<file path="src/rtl/decode_pkg.sv">
// Shared RV64I decode constants, ALU op and immediate-type encodings, decoded-field struct.
package decode_pkg;

   localparam logic [6:0] OPC_LUI       = 7'b0110111;
   localparam logic [6:0] OPC_AUIPC     = 7'b0010111;
   localparam logic [6:0] OPC_JAL       = 7'b1101111;
   localparam logic [6:0] OPC_JALR      = 7'b1100111;
   localparam logic [6:0] OPC_BRANCH    = 7'b1100011;
   localparam logic [6:0] OPC_LOAD      = 7'b0000011;
   localparam logic [6:0] OPC_STORE     = 7'b0100011;
   localparam logic [6:0] OPC_OP_IMM    = 7'b0010011;
   localparam logic [6:0] OPC_OP        = 7'b0110011;
   localparam logic [6:0] OPC_OP_IMM_32 = 7'b0011011;
   localparam logic [6:0] OPC_OP_32     = 7'b0111011;
   localparam logic [6:0] OPC_SYSTEM    = 7'b1110011;

   localparam logic [31:0] INST_EBREAK  = 32'h0010_0073;

   typedef enum logic [3:0] {
      ALU_ADD   = 4'd0,
      ALU_SUB   = 4'd1,
      ALU_SLL   = 4'd2,
      ALU_SLT   = 4'd3,
      ALU_SLTU  = 4'd4,
      ALU_XOR   = 4'd5,
      ALU_SRL   = 4'd6,
      ALU_SRA   = 4'd7,
      ALU_OR    = 4'd8,
      ALU_AND   = 4'd9,
      ALU_PASSB = 4'd10
   } alu_op_e;

   typedef enum logic [2:0] {
      IMM_NONE = 3'd0,
      IMM_I    = 3'd1,
      IMM_S    = 3'd2,
      IMM_B    = 3'd3,
      IMM_U    = 3'd4,
      IMM_J    = 3'd5
   } imm_type_e;

   typedef struct packed {
      logic [4:0] rd;
      logic [4:0] rs1;
      logic [4:0] rs2;
      alu_op_e    alu_op;
      logic       need_imm;
      logic       reg_wen;
      logic       mem_wen;
      logic [7:0] wmask;
      logic       is_load;
      logic       load_signed;
      logic       is_jal;
      logic       is_jalr;
      logic       is_branch;
      logic       is_ebreak;
      logic       word;
      logic       illegal;
   } dec_t;

   // 32-bit sign-extended immediate; callers widen to XLEN by replicating bit 31.
   function automatic logic [31:0] imm32(input logic [31:0] inst, input imm_type_e t);
      case (t)
         IMM_I:   imm32 = {{20{inst[31]}}, inst[31:20]};
         IMM_S:   imm32 = {{20{inst[31]}}, inst[31:25], inst[11:7]};
         IMM_B:   imm32 = {{19{inst[31]}}, inst[31], inst[7], inst[30:25], inst[11:8], 1'b0};
         IMM_U:   imm32 = {inst[31:12], 12'b0};
         IMM_J:   imm32 = {{11{inst[31]}}, inst[31], inst[19:12], inst[20], inst[30:21], 1'b0};
         default: imm32 = 32'b0;
      endcase
   endfunction

   function automatic alu_op_e alu_f3(input logic [2:0] f3, input logic alt);
      case (f3)
         3'b000:  alu_f3 = alt ? ALU_SUB : ALU_ADD;
         3'b001:  alu_f3 = ALU_SLL;
         3'b010:  alu_f3 = ALU_SLT;
         3'b011:  alu_f3 = ALU_SLTU;
         3'b100:  alu_f3 = ALU_XOR;
         3'b101:  alu_f3 = alt ? ALU_SRA : ALU_SRL;
         3'b110:  alu_f3 = ALU_OR;
         default: alu_f3 = ALU_AND;
      endcase
   endfunction

   function automatic logic [7:0] store_wmask(input logic [1:0] size);
      case (size)
         2'b00:   store_wmask = 8'h01;
         2'b01:   store_wmask = 8'h03;
         2'b10:   store_wmask = 8'h0F;
         default: store_wmask = 8'hFF;
      endcase
   endfunction

endpackage

</file>
<file path="src/rtl/decode_stage_if.sv">
// Fetch-side and execute-side handshake bundle of the decode stage; slave = stage, master = neighbours.
interface decode_stage_if #(parameter int XLEN = 64);

   logic            in_valid;
   logic            in_ready;
   logic [31:0]     in_inst;
   logic [XLEN-1:0] in_pc;

   logic            out_valid;
   logic            out_ready;
   logic [XLEN-1:0] out_pc;
   logic [4:0]      out_rd;
   logic [4:0]      out_rs1;
   logic [4:0]      out_rs2;
   logic [XLEN-1:0] out_imm;
   logic [3:0]      out_alu_op;
   logic            out_need_imm;
   logic            out_reg_wen;
   logic            out_mem_wen;
   logic [7:0]      out_wmask;
   logic            out_is_load;
   logic            out_load_signed;
   logic            out_is_jal;
   logic            out_is_jalr;
   logic            out_is_branch;
   logic            out_is_ebreak;
   logic            out_word;
   logic            out_illegal;

   modport slave (
      input  in_valid, in_inst, in_pc, out_ready,
      output in_ready, out_valid, out_pc, out_rd, out_rs1, out_rs2, out_imm,
             out_alu_op, out_need_imm, out_reg_wen, out_mem_wen, out_wmask,
             out_is_load, out_load_signed, out_is_jal, out_is_jalr, out_is_branch,
             out_is_ebreak, out_word, out_illegal
   );

   modport master (
      output in_valid, in_inst, in_pc, out_ready,
      input  in_ready, out_valid, out_pc, out_rd, out_rs1, out_rs2, out_imm,
             out_alu_op, out_need_imm, out_reg_wen, out_mem_wen, out_wmask,
             out_is_load, out_load_signed, out_is_jal, out_is_jalr, out_is_branch,
             out_is_ebreak, out_word, out_illegal
   );

endinterface

</file>
<file path="src/rtl/decode_comb.sv">
// Pure combinational RV64I field decoder, zero latency, no handshake.
// DECODE_STAGE_RV64W_EN enables the *W word ops; otherwise they decode as illegal.
module decode_comb
   import decode_pkg::*;
#(
   parameter int XLEN = 64
) (
   input  logic [31:0]     i_inst,
   output dec_t            o_dec,
   output logic [XLEN-1:0] o_imm
);

`ifdef DECODE_STAGE_RV64W_EN
   localparam logic RV64W_EN = 1'b1;
`else
   localparam logic RV64W_EN = 1'b0;
`endif

   logic [6:0]  w_opc;
   logic [2:0]  w_f3;
   logic        w_base;
   logic        w_alt;
   logic        w_legal;
   logic        w_wr;
   imm_type_e   w_imm_t;
   logic [31:0] w_imm32;

   assign w_opc   = i_inst[6:0];
   assign w_f3    = i_inst[14:12];
   assign w_base  = (i_inst[31:25] == 7'b0000000);
   assign w_alt   = (i_inst[31:25] == 7'b0100000);
   assign w_imm32 = imm32(i_inst, w_imm_t);
   assign o_imm   = {{(XLEN-32){w_imm32[31]}}, w_imm32};

   always_comb begin
      o_dec        = '0;
      o_dec.rd     = i_inst[11:7];
      o_dec.rs1    = i_inst[19:15];
      o_dec.rs2    = i_inst[24:20];
      o_dec.alu_op = ALU_ADD;
      w_imm_t      = IMM_NONE;
      w_legal      = 1'b0;
      w_wr         = 1'b0;
      case (w_opc)
         OPC_LUI: begin
            w_legal = 1'b1; w_wr = 1'b1; w_imm_t = IMM_U;
            o_dec.need_imm = 1'b1; o_dec.alu_op = ALU_PASSB;
         end
         OPC_AUIPC: begin
            w_legal = 1'b1; w_wr = 1'b1; w_imm_t = IMM_U;
            o_dec.need_imm = 1'b1;
         end
         OPC_JAL: begin
            w_legal = 1'b1; w_wr = 1'b1; w_imm_t = IMM_J;
            o_dec.is_jal = 1'b1;
         end
         OPC_JALR: begin
            w_legal = (w_f3 == 3'b000); w_wr = 1'b1; w_imm_t = IMM_I;
            o_dec.need_imm = 1'b1; o_dec.is_jalr = 1'b1;
         end
         OPC_BRANCH: begin
            // Comparison is carried by the ALU op: SUB for EQ/NE, SLT(U) for ordered compares.
            w_legal = (w_f3[2:1] != 2'b01); w_imm_t = IMM_B;
            o_dec.is_branch = 1'b1;
            o_dec.alu_op    = w_f3[2] ? (w_f3[1] ? ALU_SLTU : ALU_SLT) : ALU_SUB;
         end
         OPC_LOAD: begin
            w_legal = (w_f3 != 3'b111); w_wr = 1'b1; w_imm_t = IMM_I;
            o_dec.need_imm = 1'b1; o_dec.is_load = 1'b1;
            o_dec.load_signed = ~w_f3[2];
         end
         OPC_STORE: begin
            w_legal = ~w_f3[2]; w_imm_t = IMM_S;
            o_dec.need_imm = 1'b1; o_dec.mem_wen = 1'b1;
            o_dec.wmask = store_wmask(w_f3[1:0]);
         end
         OPC_OP_IMM: begin
            // RV64 shift amounts are 6 bits, so only inst[31:26] qualifies the shift kind.
            w_legal = (w_f3 == 3'b001) ? (i_inst[31:26] == 6'b000000) :
                      (w_f3 == 3'b101) ? (i_inst[31:26] == 6'b000000 || i_inst[31:26] == 6'b010000) :
                      1'b1;
            w_wr = 1'b1; w_imm_t = IMM_I; o_dec.need_imm = 1'b1;
            o_dec.alu_op = alu_f3(w_f3, i_inst[30] & (w_f3 == 3'b101));
         end
         OPC_OP: begin
            w_legal = (w_f3 == 3'b000 || w_f3 == 3'b101) ? (w_base | w_alt) : w_base;
            w_wr = 1'b1;
            o_dec.alu_op = alu_f3(w_f3, w_alt);
         end
         OPC_OP_IMM_32: begin
            w_legal = RV64W_EN & ((w_f3 == 3'b000) |
                                  ((w_f3 == 3'b001) & w_base) |
                                  ((w_f3 == 3'b101) & (w_base | w_alt)));
            w_wr = 1'b1; w_imm_t = IMM_I; o_dec.need_imm = 1'b1;
            o_dec.word   = RV64W_EN;
            o_dec.alu_op = alu_f3(w_f3, i_inst[30] & (w_f3 == 3'b101));
         end
         OPC_OP_32: begin
            w_legal = RV64W_EN & ((((w_f3 == 3'b000) | (w_f3 == 3'b101)) & (w_base | w_alt)) |
                                  ((w_f3 == 3'b001) & w_base));
            w_wr = 1'b1;
            o_dec.word   = RV64W_EN;
            o_dec.alu_op = alu_f3(w_f3, w_alt);
         end
         OPC_SYSTEM: begin
            w_legal = (i_inst == INST_EBREAK);
            o_dec.is_ebreak = w_legal;
         end
         default: begin
            // All-zero word is the pipeline bubble: legal, nothing enabled.
            w_legal = (i_inst == 32'h0000_0000);
         end
      endcase

      o_dec.reg_wen = w_wr & (o_dec.rd != 5'd0);

      if (!w_legal) begin
         o_dec.reg_wen     = 1'b0;
         o_dec.mem_wen     = 1'b0;
         o_dec.wmask       = 8'h00;
         o_dec.is_load     = 1'b0;
         o_dec.load_signed = 1'b0;
         o_dec.is_jal      = 1'b0;
         o_dec.is_jalr     = 1'b0;
         o_dec.is_branch   = 1'b0;
         o_dec.is_ebreak   = 1'b0;
         o_dec.word        = 1'b0;
         o_dec.illegal     = 1'b1;
      end
   end

endmodule

</file>
<file path="src/rtl/decode_stage.sv">
// Decode stage: output register + skid entry, 1-cycle latency, flush and accept counter.
// Backpressure: in_ready is registered (skid empty), so a stalled output absorbs one more beat.
module decode_stage #(
   parameter int XLEN  = 64,
   parameter int CNT_W = 32
) (
   input  logic             clk,
   input  logic             rst_n,
   input  logic             flush,
   decode_stage_if.slave    bus,
   output logic [CNT_W-1:0] decode_cnt
);
   import decode_pkg::*;

   dec_t             w_dec;
   logic [XLEN-1:0]  w_imm;
   logic             w_in_fire;
   logic             w_out_fire;
   logic             w_out_free;

   dec_t             r_out_dec;
   logic [XLEN-1:0]  r_out_pc;
   logic [XLEN-1:0]  r_out_imm;
   logic             r_out_vld;
   dec_t             r_skid_dec;
   logic [XLEN-1:0]  r_skid_pc;
   logic [XLEN-1:0]  r_skid_imm;
   logic             r_skid_vld;
   logic             r_in_rdy;
   logic [CNT_W-1:0] r_cnt;

   decode_comb #(.XLEN(XLEN)) u_comb (
      .i_inst (bus.in_inst),
      .o_dec  (w_dec),
      .o_imm  (w_imm)
   );

   assign w_in_fire  = bus.in_valid & r_in_rdy;
   assign w_out_fire = r_out_vld & bus.out_ready;
   assign w_out_free = ~r_out_vld | w_out_fire;

   always_ff @(posedge clk or negedge rst_n) begin
      if (!rst_n) begin
         r_out_dec  <= '0;
         r_out_pc   <= '0;
         r_out_imm  <= '0;
         r_out_vld  <= 1'b0;
         r_skid_dec <= '0;
         r_skid_pc  <= '0;
         r_skid_imm <= '0;
         r_skid_vld <= 1'b0;
         r_in_rdy   <= 1'b0;
         r_cnt      <= '0;
      end else if (flush) begin
         r_out_vld  <= 1'b0;
         r_skid_vld <= 1'b0;
         r_in_rdy   <= 1'b1;
      end else begin
         if (w_out_fire) begin
            r_cnt <= r_cnt + 1'b1;
         end
         if (w_out_free) begin
            // Skid holds the older beat; it drains first. in_ready was low, so no new beat now.
            r_in_rdy <= 1'b1;
            if (r_skid_vld) begin
               r_out_dec  <= r_skid_dec;
               r_out_pc   <= r_skid_pc;
               r_out_imm  <= r_skid_imm;
               r_out_vld  <= 1'b1;
               r_skid_vld <= 1'b0;
            end else if (w_in_fire) begin
               r_out_dec  <= w_dec;
               r_out_pc   <= bus.in_pc;
               r_out_imm  <= w_imm;
               r_out_vld  <= 1'b1;
            end else begin
               r_out_vld  <= 1'b0;
            end
         end else if (w_in_fire) begin
            r_skid_dec <= w_dec;
            r_skid_pc  <= bus.in_pc;
            r_skid_imm <= w_imm;
            r_skid_vld <= 1'b1;
            r_in_rdy   <= 1'b0;
         end
      end
   end

   assign bus.in_ready        = r_in_rdy;
   assign bus.out_valid       = r_out_vld;
   assign bus.out_pc          = r_out_pc;
   assign bus.out_imm         = r_out_imm;
   assign bus.out_rd          = r_out_dec.rd;
   assign bus.out_rs1         = r_out_dec.rs1;
   assign bus.out_rs2         = r_out_dec.rs2;
   assign bus.out_alu_op      = r_out_dec.alu_op;
   assign bus.out_need_imm    = r_out_dec.need_imm;
   assign bus.out_reg_wen     = r_out_dec.reg_wen;
   assign bus.out_mem_wen     = r_out_dec.mem_wen;
   assign bus.out_wmask       = r_out_dec.wmask;
   assign bus.out_is_load     = r_out_dec.is_load;
   assign bus.out_load_signed = r_out_dec.load_signed;
   assign bus.out_is_jal      = r_out_dec.is_jal;
   assign bus.out_is_jalr     = r_out_dec.is_jalr;
   assign bus.out_is_branch   = r_out_dec.is_branch;
   assign bus.out_is_ebreak   = r_out_dec.is_ebreak;
   assign bus.out_word        = r_out_dec.word;
   assign bus.out_illegal     = r_out_dec.illegal;
   assign decode_cnt          = r_cnt;

endmodule

</file>
<file path="src/flat_wrapper.sv">
// flat-port wrapper written by rule: the top's interface ports become plain ports
module decode_stage_flat import decode_pkg::*;
#(
   parameter int XLEN  = 64,
   parameter int CNT_W = 32
)
  (clk, rst_n, flush, decode_cnt, bus_in_valid, bus_in_inst, bus_in_pc, bus_out_ready, bus_in_ready, bus_out_valid, bus_out_pc, bus_out_rd, bus_out_rs1, bus_out_rs2, bus_out_imm, bus_out_alu_op, bus_out_need_imm, bus_out_reg_wen, bus_out_mem_wen, bus_out_wmask, bus_out_is_load, bus_out_load_signed, bus_out_is_jal, bus_out_is_jalr, bus_out_is_branch, bus_out_is_ebreak, bus_out_word, bus_out_illegal);
  decode_stage_if #(.XLEN(XLEN)) bus_i ();
  input  logic clk;
  input  logic rst_n;
  input  logic flush;
  output logic [CNT_W-1:0] decode_cnt;
  input wire logic [$bits(bus_i.in_valid)-1:0] bus_in_valid;
  input wire logic [$bits(bus_i.in_inst)-1:0] bus_in_inst;
  input wire logic [$bits(bus_i.in_pc)-1:0] bus_in_pc;
  input wire logic [$bits(bus_i.out_ready)-1:0] bus_out_ready;
  output wire logic [$bits(bus_i.in_ready)-1:0] bus_in_ready;
  output wire logic [$bits(bus_i.out_valid)-1:0] bus_out_valid;
  output wire logic [$bits(bus_i.out_pc)-1:0] bus_out_pc;
  output wire logic [$bits(bus_i.out_rd)-1:0] bus_out_rd;
  output wire logic [$bits(bus_i.out_rs1)-1:0] bus_out_rs1;
  output wire logic [$bits(bus_i.out_rs2)-1:0] bus_out_rs2;
  output wire logic [$bits(bus_i.out_imm)-1:0] bus_out_imm;
  output wire logic [$bits(bus_i.out_alu_op)-1:0] bus_out_alu_op;
  output wire logic [$bits(bus_i.out_need_imm)-1:0] bus_out_need_imm;
  output wire logic [$bits(bus_i.out_reg_wen)-1:0] bus_out_reg_wen;
  output wire logic [$bits(bus_i.out_mem_wen)-1:0] bus_out_mem_wen;
  output wire logic [$bits(bus_i.out_wmask)-1:0] bus_out_wmask;
  output wire logic [$bits(bus_i.out_is_load)-1:0] bus_out_is_load;
  output wire logic [$bits(bus_i.out_load_signed)-1:0] bus_out_load_signed;
  output wire logic [$bits(bus_i.out_is_jal)-1:0] bus_out_is_jal;
  output wire logic [$bits(bus_i.out_is_jalr)-1:0] bus_out_is_jalr;
  output wire logic [$bits(bus_i.out_is_branch)-1:0] bus_out_is_branch;
  output wire logic [$bits(bus_i.out_is_ebreak)-1:0] bus_out_is_ebreak;
  output wire logic [$bits(bus_i.out_word)-1:0] bus_out_word;
  output wire logic [$bits(bus_i.out_illegal)-1:0] bus_out_illegal;
  assign bus_i.in_valid = bus_in_valid;
  assign bus_i.in_inst = bus_in_inst;
  assign bus_i.in_pc = bus_in_pc;
  assign bus_i.out_ready = bus_out_ready;
  assign bus_in_ready = bus_i.in_ready;
  assign bus_out_valid = bus_i.out_valid;
  assign bus_out_pc = bus_i.out_pc;
  assign bus_out_rd = bus_i.out_rd;
  assign bus_out_rs1 = bus_i.out_rs1;
  assign bus_out_rs2 = bus_i.out_rs2;
  assign bus_out_imm = bus_i.out_imm;
  assign bus_out_alu_op = bus_i.out_alu_op;
  assign bus_out_need_imm = bus_i.out_need_imm;
  assign bus_out_reg_wen = bus_i.out_reg_wen;
  assign bus_out_mem_wen = bus_i.out_mem_wen;
  assign bus_out_wmask = bus_i.out_wmask;
  assign bus_out_is_load = bus_i.out_is_load;
  assign bus_out_load_signed = bus_i.out_load_signed;
  assign bus_out_is_jal = bus_i.out_is_jal;
  assign bus_out_is_jalr = bus_i.out_is_jalr;
  assign bus_out_is_branch = bus_i.out_is_branch;
  assign bus_out_is_ebreak = bus_i.out_is_ebreak;
  assign bus_out_word = bus_i.out_word;
  assign bus_out_illegal = bus_i.out_illegal;
  decode_stage #(.XLEN(XLEN), .CNT_W(CNT_W)) u_core (.clk(clk), .rst_n(rst_n), .flush(flush), .bus(bus_i), .decode_cnt(decode_cnt));
endmodule
</file>
<file path="config.mk">
export PLATFORM = sky130hd
export DESIGN_NAME = decode_stage_flat
export DESIGN_NICKNAME = d
export VERILOG_FILES = /design/src/rtl/decode_pkg.sv /design/src/rtl/decode_stage_if.sv /design/src/rtl/decode_comb.sv /design/src/rtl/decode_stage.sv /design/src/flat_wrapper.sv
export SDC_FILE = /design/constraint.sdc
export NUM_CORES = 1
export LEC_CHECK = 0
export ABC_CLOCK_PERIOD_IN_PS = 2400
export BUFFER_PORTS_ARGS = -buffer_cell sky130_fd_sc_hd__buf_2
export CAP_MARGIN = 25
export CELL_PAD_IN_SITES_DETAIL_PLACEMENT = 1
export CELL_PAD_IN_SITES_GLOBAL_PLACEMENT = 1
export CORE_MARGIN = 3
export CORE_UTILIZATION = 40
export DETAILED_ROUTE_END_ITERATION = 6
export PLACE_DENSITY = 0.9
export SETUP_SLACK_MARGIN = 0.5
export SYNTH_ARGS = -nofsm -noshare
export SYNTH_HDL_FRONTEND = slang
export SYNTH_SLANG_ARGS = --single-unit
</file>
<file path="constraint.sdc">
create_clock -name clk -period 2.4 [get_ports clk]
set_clock_uncertainty 0.1 [all_clocks]
set_input_delay 0.12 -clock clk [delete_from_list [all_inputs] [get_ports clk]]
set_output_delay 0.12 -clock clk [all_outputs]
set_load 0.005 [all_outputs]
</file>
== Word-level counts from Yosys, hierarchy flattened ==
Index checks and enable logic that the tools add are counted.
W data, S select, Z words.

* Output and inout bits: 200
* Register bits: 335
* Logic and storage cells: 144
* Input port bits: 101

* Multiplexer cells: 41
* Reduce and logical (&&, ||, !) cells: 22
* $add $sub $neg: 1
* Equality and inequality tests: 30
* Bitwise operators: 10

{| class="wikitable"
|+ Operator list
! cell !! count
|-
| $mux W64 || 4
|-
| $pmux W32 S5 || 1
|-
| $mux W38 || 2
|-
| $pmux W4 S7 || 2
|-
| $eq A7 B6 Y1 const B || 5
|-
| $add A32 B1 Y32 const B || 1
|-
| $eq A32 B21 Y1 const B || 1
|-
| $logic_not A32 Y1 || 1
|-
| $eq A7 B7 Y1 const B || 4
|-
| $pmux W8 S3 || 1
|-
| $mux W1 || 23
|-
| $eq A7 B5 Y1 const B || 3
|-
| $mux W18 || 1
|-
| $pmux W4 S4 || 1
|-
| $eq A3 B3 Y1 const B || 5
|-
| $pmux W3 S5 || 1
|-
| $eq A3 B2 Y1 const B || 4
|-
| $mux W9 || 1
|-
| $pmux W1 S9 || 1
|-
| $reduce_or A9 Y1 || 1
|-
| $reduce_or A2 Y1 || 4
|-
| $eq A7 B2 Y1 const B || 1
|-
| $logic_not A7 Y1 || 1
|-
| $reduce_or A7 Y1 || 1
|-
| other kinds (22) || 34
|}

== Depth between registers and ports, before layout ==
Gate-level depths: netlist (run 1).

* Depth after elaboration: 8
* Mapped depth: 9
* Mapped depth without buffers: 6

== Cells and area by module ==
Synthesis (run 1) repeated with hierarchy kept, for this count alone.

* Cell total of the unflattened synthesis: 1418
* Area, all modules: 17211.5 µm²

{| class="wikitable"
|+ By module, submodules not included
! module !! area an instance (µm²) !! cells an instance !! sequential area each (µm²) !! times used
|-
| decode_stage || 15887.7 || 1209 || 9183.8 || 1
|-
| decode_comb || 1323.8 || 209 || 0.0 || 1
|}

== Least setup slack after synthesis (run 1) ==
Ideal clock, no wire load.

* Path kind: register -> register
* From: reg u_core.r_out_vld, in the netlist u_core.bus.out_valid
* To: reg u_core.r_cnt[24], in the netlist u_core.decode_cnt[24]
* Slack: 0.299 ns
* Required time: 2.177 ns
* Path buffers: 1
* Period minus slack after synthesis: 2.101 ns
* Library setup time: 0.123 ns
* Arrival time: 1.878 ns
* Stages on the path, launching flop included: 8
* Path through: dfrtp_1 -> and3b_1 -> clkbuf_1 -> nand4_1 -> nor4_1 -> nor2b_1 -> nand4_1 -> xnor2_1

* Longest elaborated chain between the ends: 2

{| class="wikitable"
|+ RTL lines
! element !! line !! text
|-
| start: declaration || decode_stage.sv:24 || <nowiki>logic r_out_vld;</nowiki>
|-
| start signal: assignment || decode_stage.sv:47 || <nowiki>r_out_vld <= 1'b0;</nowiki>
|-
| start signal: assignment || decode_stage.sv:55 || <nowiki>r_out_vld <= 1'b0;</nowiki>
|-
| start signal: assignment || decode_stage.sv:69 || <nowiki>r_out_vld <= 1'b1;</nowiki>
|-
| $and A1 B1 Y1 || decode_stage.sv:39 || <nowiki>assign w_out_fire = r_out_vld & bus.out_ready;</nowiki>
|-
| $reduce_and A2 Y1 (no source line) || n/a ||
|-
| end signal: assignment || decode_stage.sv:60 || <nowiki>r_cnt <= r_cnt + 1'b1;</nowiki>
|-
| end: declaration || decode_stage.sv:30 || <nowiki>logic [CNT_W-1:0] r_cnt;</nowiki>
|}

Every way passes these cells.
A chain may end at the register's enable or synchronous reset.

== Worst setup path after layout (run 1) ==
* From: reg u_core.r_out_vld, in the netlist u_core.bus.out_valid
* To: reg u_core.r_cnt[18], in the netlist u_core.decode_cnt[18]

Same word-level chain as after synthesis.

==> results of run 1 <==
==> worst max-delay path by stage <==
| stage | end | slack [ps] | startpoint |
|---|---|---|---|
| detailed placement | u_core.bus.out_wmask[3] | 140 | bus_in_inst[23] |
| global route | u_core.decode_cnt[26] | 340 | u_core.bus.out_valid |
| floorplan | u_core.decode_cnt[24] | 450 | u_core.bus.out_valid |
| global placement | u_core.bus.out_wmask[3] | 130 | bus_in_inst[23] |
| CTS | u_core.bus.out_wmask[0] | 440 | u_core.r_skid_vld |
| finish | u_core.decode_cnt[18] | 470 | u_core.bus.out_valid |
==> state kept, by name (all words and copies together) (netlist names), 4 cells and up <==
signal	flops
u_core.decode_cnt	32
u_core.bus.out_alu_op	4
u_core.bus.out_rs2	5
u_core.r_skid_imm	32
u_core.bus.out_wmask	4
u_core.bus.out_pc	64
u_core.r_skid_dec	32
u_core.r_skid_pc	64
u_core.bus.out_rs1	5
u_core.bus.out_imm	32
u_core.bus.out_rd	5
==> area by class of cell <==
| type | instances | area [um2] | share of cell area |
|---|---|---|---|
| Sequential cell | 291 | 7291 | 0.4085 |
| Antenna cell | 2 | 5.005 | 0.0002804 |
| Inverter | 11 | 45.04 | 0.002523 |
| Tap cell | 435 | 544.3 | 0.03049 |
| Timing Repair Buffer | 474 | 3277 | 0.1836 |
| Clock inverter | 11 | 102.6 | 0.005748 |
| Clock buffer | 50 | 1013 | 0.05678 |
| Multi-Input combinational cell | 996 | 5572 | 0.3121 |
==> power by group <==
part           switching [mW]  total (mW)  internal [mW]
Combinational            1.25        2.17          0.927
Clock                    2.15        5.21           3.06
Sequential              0.513        6.13           5.62
==> worst min-delay path, stage by stage <==
cell and delay [ps]:
dlymetal6s4s_1 200, buf_4 160, nand2_1 50, nand2_1 50
==> placed cells by master (no fill, tap or decap), types with 7 or more instances in the layout <==
cell           netlist  final
nand2_1            440    436
buf_2                5    293
dfrtp_1            291    286
o21ai_0            146    146
dlygate4sd3_1        0     99
mux2i_1             82     82
buf_4               38     58
nor2_1              61     56
a21oi_1             56     55
clkbuf_16            0     37
nand3_1             26     23
xnor2_1             22     19
a32oi_1             17     17
nand4_1             11     11
or3_1               11     10
inv_1               11     10
xor2_1              10     10
a31oi_1              9      9
o31ai_1              9      9
and3_1              11      9
clkbuf_1            78      8
buf_12               0      8
buf_6                1      7
==> timing repair <==
item,4_1_cts,5_1_grt
hold endpoints to repair,345,3
buffers inserted,14,14
gates cloned,4,2
pin swaps,8,13
hold buffers,101,3
endpoints found under the setup margin,226,206
resized for setup,20,54
==> cells by family after synthesis <==
group	Yosys count	share of synthesized area
DFF	291	0.5510
buffers and inverters	141	0.05188
and+or+nand+nor	611	0.1957
xor gates and xnor gates	32	0.02121
AOI/OAI and AO/OA	260	0.1134
other	1	0.0002838
adders and majority gates	1	0.0009466
muxes	86	0.06552
==> metrics by stage <==
step	instances	setup WS, ps
3_5_place_dp	2069	144.9
6_report	2270	466.8
5_1_grt	2269	340.9
2_1_floorplan	1423	451.0
3_3_place_gp	2069	126.5
4_1_cts	2249	435.1
==> metal layers <==
layer | GRT usage | routed length (um) | vias up
met1 | 0.3416 | 20340 | 6325
met4 | 0.09582 | 1834 | 4
met5 | 0 | 25 | -
met3 | 0.05646 | 3380 | 123
li1 | - | - | 5541
met2 | 0.4787 | 25010 | 487
==> flow_metrics.tcl, run 1 <==
set metrics [dict create \
    holdPathStages 4 \
    avgSynthCellArea_um2 9.287 \
    cts-buffers-inserted 35 \
    gp_congestion 0.8765 \
    start_util 0.4124 \
    synthDominantCellAreaShare 0.5510 \
    critPathKind "register to register" \
    grt_remaining_overflow 0 \
    clock-root-buffer "clkbuf_16" \
    cts_buffer_depth 3 \
    grt_pass1_vias 13602 \
    critPathMaxFanout 5 \
    rsz0062_at_grt "yes" \
    clkLatencyLatePin_ps 520 \
    fin_crit_sh 0.8055 \
    synth.most_common_cell "nand2_1" \
    syn_area_um2 13220 \
    drt_iter0_markers 794 \
    synth-seq-cells 291 \
    fmax_ghz 0.5173 \
    path_buf_inv 2 \
    crit_required_ps 2690 \
    endpoint_kind "register" \
    slowest_stage "dfrtp_1" \
    grt_pass1_wl_mm 77.87 \
    design_area_um2 17850 \
    clock-sinks 291 \
    io_pins 301 \
    path_depth 7 \
    cts_tree "yes" \
    die_area_um2 35260 \
    yosysTopAreaCell "dfrtp_1" \
    syn_inst 1423 \
    drt-total-wl_mm 50.59 \
    synth_edf_count 0 \
    violations "negative hold slack" \
    whs_ps -3.092 \
    ys_seq_area_frac 0.5510 \
    antenna_found_initial 3 \
    drcViolationCount 0 \
    start_kind "register" \
    relSlewSlack 0.5631 \
    cp_cell_sequence "and3b_2, nand4_1, buf_4, nor4_4, buf_4, nand4_1, xnor2_1" \
    critical_path.top_delay_family "simple AND/OR/NAND/NOR gates" \
    vias_per_cell 5.498 \
    synthFlopType "dfrtp_1" \
    power.density_nw_per_um2 757.0 \
    reg2reg_depth 7 \
    clk_pin_slew_ps 60 \
    dp_hpwl_mm 29.42 \
    grtUsageTotal 0.2754 \
    final_util 0.5570 \
    htreeDepth 2 \
    final_nets 1911 \
    ant_nets 0 \
    core_area_um2 32040 \
    cpPeakStageDelay_ps 390 \
    die_h_um 187.8 \
    r2r_slack_ps 470 \
    synth_common_cells "nand2_1 (440), dfrtp_1 (291), o21ai_0 (146), mux2i_1 (82), clkbuf_1 (78)" \
    period_minus_slack_ps 1933 \
    synth_warnings 0 \
    portBuffers 299 \
    drive_gt1_frac 0.2624 \
    r2r-end "u_core.decode_cnt[18]" \
    grt_max_degree 85 \
    leakage_nw 8.756 \
    wire_per_inst_um 22.29 \
    first_pass_iters 5 \
    r2r-start "u_core.bus.out_valid" \
    synth_area_leaders "dfrtp_1 (55%), nand2_1 (12%), mux2i_1 (6.2%)" \
    power_mw 13.51 \
    fillerInstances 3676 \
    drv_slew 0 \
    synth_fp_nets 1525 \
    ys_types 59 \
    num_vias 12480 \
    hold_start "bus_in_inst[8]" \
    area_delta_synth_final_pct 35.07 \
    dieWidth_um 187.8 \
    hold_viol_final 1 \
    worst_ep_arrival_time_ps 2220 \
    status "finished, violations left" \
    num_rows 65 \
    place_area_um2 15110 \
    tns_ps 0 \
    ir_drop_mv 0.6318 \
    tightest_slew_ps 648.5 \
    async_flop_share 1.000 \
    cap_violations 0 \
    setup_viol 0 \
    hold_end "u_core.r_skid_dec[34]" \
    min_path_type "input port to register" \
]
(Power assumes the default switching activity.)
==> inputs of run 2 (changes only) <==
- ABC_AREA: unset -> 1
- ABC_CLOCK_PERIOD_IN_PS: 2400 -> 1800
- PLACE_DENSITY: 0.9 -> 0.91
- clock period: 2.4 -> 1.8 ns (I/O delays scaled with it)
==> flow_metrics.tcl, run 2 <==
set metrics [dict create \
    drive_gt1_frac 0.4413 \
    r2r-start "u_core.bus.out_valid" \
    grt_max_degree 65 \
    synth-seq-cells 291 \
    avgSynthCellArea_um2 8.231 \
    min_path_type "input port to register" \
    mostFrequentLayoutCells "nand2_1 (315), buf_2 (298), dfrtp_1 (284)" \
    clock-sinks 291 \
    synth_area_leaders "dfrtp_1 (54%), nand2_1 (13%), o21ai_0 (11%)" \
    clock-root-buffer "clkbuf_16" \
    num_vias 16174 \
    hold_start "flush" \
    drv_slew 0 \
    crit_required_ps 2090 \
    multiInputGateArea_um2 6734 \
    synth_common_cells "nand2_1 (476), o21ai_0 (302), dfrtp_1 (291), inv_1 (128), nor2_1 (94)" \
    cpPeakStageDelay_ps 410 \
    ir_drop_mv 0.7440 \
    area_delta_synth_final_pct 63.89 \
    syn_inst 1641 \
    setup_viol 106 \
    synthDominantCellAreaShare 0.5391 \
    final_common_cell "nand2_1" \
    route.met2.wl_mm 38.22 \
    htreeDepth 2 \
    slowest_stage "nand2_2" \
    fin_crit_sh 1.139 \
    synth.most_common_cell "nand2_1" \
    cts_tree "yes" \
    clkLatencyLatePin_ps 520 \
    place_area_um2 15720 \
    final_nets 2268 \
    period_minus_slack_ps 2050 \
    top_layer_used "met5" \
    final_util 0.6735 \
    fmax_ghz 0.4877 \
    critPathMaxFanout 22 \
    power.density_nw_per_um2 959.4 \
    grtUsageTotal 0.3037 \
    grt_pass1_vias 15516 \
    dieWidth_um 189.8 \
    drt-total-wl_mm 80.62 \
    synth_warnings 0 \
    ys_seq_area_frac 0.5391 \
    die_area_um2 36010 \
    drt_iter0_markers 1398 \
    worstSetupStartpoint "bus_in_inst[2]" \
    dp_hpwl_mm 30.25 \
    vias_per_cell 6.136 \
    tns_ps -5278 \
    relSlewSlack 0.1715 \
    violations "negative hold slack, negative setup slack" \
    ys_types 43 \
    grt_pass1_wl_mm 86.95 \
    met1_length_mm 27.07 \
    gp_congestion 0.9231 \
    critical_path.top_delay_family "simple AND/OR/NAND/NOR gates" \
    cp_cell_sequence "buf_2, inv_1, nand2_1, nor2_4, nand2_2, nand3_2, nor2_4, nand2_4, nand2_2, nand2_1, nor2_1, o21ai_1" \
    final-seq-area_um2 7291 \
    grt_remaining_overflow 0 \
    tightest_slew_ps 1227 \
    wire_per_inst_um 30.58 \
    antenna_found_initial 12 \
    first_pass_iters 5 \
    cts_buffer_depth 3 \
    drcViolationCount 0 \
    cap_violations 0 \
    clk_pin_slew_ps 70 \
    wl_met3_mm 8.122 \
    start_util 0.4110 \
    ant_nets 0 \
    path_buf_inv 2 \
    rsz0062_at_grt "yes" \
    fin_ws_ps -250.4 \
    status "finished, violations left" \
    fillerInstances 3561 \
    whs_ps -152.7 \
    syn_area_um2 13510 \
    endpoint_kind "register" \
    synthFlopType "dfrtp_1" \
    critPathKind "input port to register" \
    yosysTopAreaCell "dfrtp_1" \
    synth_edf_count 0 \
    start_kind "input port" \
    num_rows 66 \
    cts-buffers-inserted 34 \
    synth_fp_nets 1743 \
    die_h_um 189.8 \
    async_flop_share 1.000 \
    worst_ep_arrival_time_ps 2340 \
    design_area_um2 22140 \
    io_pins 301 \
    portBuffers 299 \
    hold_viol_final 13 \
    leakage_nw 11.74 \
    core_area_um2 32870 \
]
## run 2: cells by family (layout without fill, tap and decap cells)
logic type      count (synthesis)  count (layout)  share of synthesized area
mux                             1               1                  0.0008337
xor+xnor                       31              31                    0.02010
buf+inv                       266             814                    0.08708
compound gates                383             383                     0.1473
fa+ha+maj                       1               1                  0.0009262
other cells                     1               6                  0.0002776
simple gates                  667             667                     0.2044
flops                         291             291                     0.5391
## run 2: path summary, 6_finish.rpt
path,endpoint,slack (ps),cells after the start
min in group asynchronous,u_core.bus.out_pc[30],-20,2
worst max register to register,u_core.r_skid_imm[23],-220,10
max in group asynchronous,u_core.decode_cnt[14],890,3
worst max-delay path,u_core.bus.out_imm[29],-250,12
worst min-delay path,u_core.bus.out_valid,-150,4
worst min register to register,u_core.decode_cnt[31],380,1
## run 2: stage by stage
step,power [mW],std cells,setup slack [ps],hold WS (ps)
after CTS,19.01,2516,69.32,-248.4
after detailed placement,10.90,2322,-78.69,-51.84
after global placement,10.65,2322,67.10,-53.68
after floorplan,9.533,1641,187.5,-305.6
final,21.24,2636,-250.4,-152.7
after global routing,21.79,2636,-345.2,-150.6
## run 2: power by group
| part | internal, mW | total, mW | switching (mW) |
|---|---|---|---|
| sequential | 7.53 | 8.55 | 1.01 |
| combinational | 2.09 | 4.67 | 2.58 |
| clock | 4.85 | 8.02 | 3.16 |
| total | 14.5 | 21.2 | 6.76 |
## run 2: worst register-to-register path: cells and delay by family (launching register included)
family | cells | cell delay [ps]
AOI/OAI and AO/OA | 1 | 250
buffers and inverters | 5 | 700
DFF | 1 | 430
and+or+nand+nor | 4 | 450
## run 2: metal layers
| layer | track usage | vias up |
|---|---|---|
| met4 | 0.1604 | 14 |
| met2 | 0.5301 | 1286 |
| li1 | - | 6311 |
| met5 | 0 | - |
| met1 | 0.3472 | 8026 |
| met3 | 0.06984 | 537 |
## run 2: area by class of cell
class                      instances  area share
clock inverter                     9    0.007800
antenna                            5   0.0005652
timing repair buffer             611      0.2560
clock buffer                      50     0.04855
timing repair inverter             4    0.003504
tap                              442     0.02498
inverter                         140     0.02504
sequential                       291      0.3294
multi-input combinational       1084      0.3042
## run 2: what timing repair did
item / in CTS / in global routing
pin swaps: 31 / 82
gates resized for setup: 49 / 603
cloned: 9 / 61
setup buffers: 33 / 54
hold buffers: 93 / 6
endpoints found under the setup margin: 333 / 354
hold endpoints to repair: 505 / 26
==> inputs of run 3 (changes only) <==
- BUFFER_PORTS_ARGS: -buffer_cell sky130_fd_sc_hd__buf_2 -> unset
- DONT_BUFFER_PORTS: unset -> 1
- PLACE_DENSITY: 0.91 -> 0.81
==> flow_metrics.tcl, run 3 (synthesis results as in run 2) <==
set metrics [dict create \
    io_pins 301 \
    mostFrequentLayoutCells "dfrtp_1 (285), nand2_1 (227), o21ai_2 (181)" \
    drive_gt1_frac 0.4394 \
    grt_pass1_vias 14912 \
    min_path_type "input port to async pin" \
    clk_pin_slew_ps 60 \
    cts_hold_buf 97 \
    top_layer_used "met4" \
    met1_length_mm 24.48 \
    first_pass_iters 5 \
    grt_pass1_wl_mm 91.16 \
    vias_per_cell 6.066 \
    ir_drop_mv 0.7385 \
    gp_congestion 0.8876 \
    power.density_nw_per_um2 949.4 \
    grt_max_degree 292 \
    crit_required_ps 2120 \
    leakage_nw 10.63 \
    endpoint_kind "register" \
    final_nets 1956 \
    status "finished, violations left" \
    area_delta_synth_final_pct 63.31 \
    drcViolationCount 0 \
    portBuffers 0 \
    antenna_found_initial 3 \
    drt_iter0_markers 1260 \
    die_area_um2 36010 \
    clock-sinks 291 \
    tightest_slew_ps 749.6 \
    htreeDepth 2 \
    dieWidth_um 189.8 \
    fin_ws_ps -205.2 \
    dp.cells 2009 \
    core_area_um2 32870 \
    period_minus_slack_ps 2005 \
    critPathKind "register to register" \
    critPathMaxFanout 3 \
    fmax_ghz 0.4987 \
    finalNonFillerCells 2326 \
    die_h_um 189.8 \
    drt-total-wl_mm 72.11 \
    violations "negative hold slack, negative setup slack" \
    final_common_cell "dfrtp_1" \
    route.met2.wl_mm 36.51 \
    grtUsageTotal 0.3267 \
    ant_nets 0 \
    fin_crit_sh 1.114 \
    start_kind "register" \
    setup_viol 60 \
    dp_hpwl_mm 27.16 \
    num_vias 14110 \
    drv_slew 0 \
    cts_buffer_depth 3 \
    relSlewSlack 0.4939 \
    start_util 0.4110 \
    hold_viol_final 315 \
    rsz0062_at_grt "yes" \
    cts-buffers-inserted 36 \
    cts_tree "yes" \
    wire_per_inst_um 31.00 \
    clkLatencyLatePin_ps 540 \
    worst_ep_arrival_time_ps 2320 \
    whs_ps -820.2 \
    cap_violations 0 \
    power_mw 20.94 \
    clock-root-buffer "clkbuf_16" \
    wl_met3_mm 5.762 \
    num_rows 66 \
    grt_remaining_overflow 0 \
]
## run 3: area by class of cell
| class | instances | area (um2) |
|---|---|---|
| Fill cell | 3255 | 10810 |
| Antenna cell | 4 | 10.01 |
| Tap cell | 442 | 553.0 |
| Sequential cell | 291 | 7289 |
| Clock inverter | 12 | 153.9 |
| Inverter | 140 | 554.3 |
| Multi-Input combinational cell | 1084 | 7790 |
| Clock buffer | 52 | 1104 |
| Timing Repair inverter | 3 | 57.56 |
| Timing Repair Buffer | 298 | 4546 |
## run 3: metrics by stage
| stage | TNS [ps] | utilization | instance area [um2] | worst slack (ps) |
|---|---|---|---|---|
| detailed placement | 0 | 0.4277 | 14060 | 11.29 |
| finish | -2104 | 0.6711 | 22060 | -205.2 |
| CTS | 0 | 0.5897 | 19380 | 67.07 |
| global route | -8255 | 0.6710 | 22050 | -292.4 |
| global placement | 0 | 0.4277 | 14060 | 85.87 |
| floorplan | 0 | - | 13790 | 187.5 |
## run 3: path summary, 6_finish.rpt
check	slack, ps	depth (start not counted)	from	to
min	-820	0	rst_n	u_core.r_skid_pc[3]
min reg2reg	410	2	u_core.r_skid_pc[4]	u_core.r_skid_pc[4]
max in group asynchronous	1770	0	rst_n	u_core.r_skid_vld
max	-210	7	u_core.decode_cnt[18]	u_core.decode_cnt[31]
min in group clk	-340	3	bus_in_inst[14]	u_core.r_skid_dec[8]
max reg2reg	-210	7	u_core.decode_cnt[18]	u_core.decode_cnt[31]
## run 3: worst max-delay path: stages (launching register included)
cell and delay [ps]:
dfrtp_1 460, inv_1 140, nor3_2 390, inv_1 150
nor2_4 190, nand3_2 120, nor2_2 190, xor2_1 180
## run 3: power breakdown
part / total (mW) / leakage [nW] / switching, mW / internal [mW]
Clock: 7.84 / 0.614 / 3.13 / 4.70
Sequential: 8.88 / 3.74 / 1.35 / 7.53
Combinational: 4.22 / 6.28 / 2.16 / 2.06
## run 3: repair_timing
action / CTS / global route
resized for setup: 460 / 548
hold endpoints to repair: 554 / 314
gates cloned: 55 / 14
pin swaps: 61 / 54
endpoints found under the setup margin: 315 / 324
setup buffers: 51 / 32
## run 3: layer usage
| layer | track usage | vias to the layer above |
|---|---|---|
| met1 | 0.3629 | 7162 |
| met3 | 0.08200 | 358 |
| met5 | 0 | - |
| met2 | 0.5822 | 887 |
| li1 | - | 5703 |
| met4 | 0.1626 | 0 |
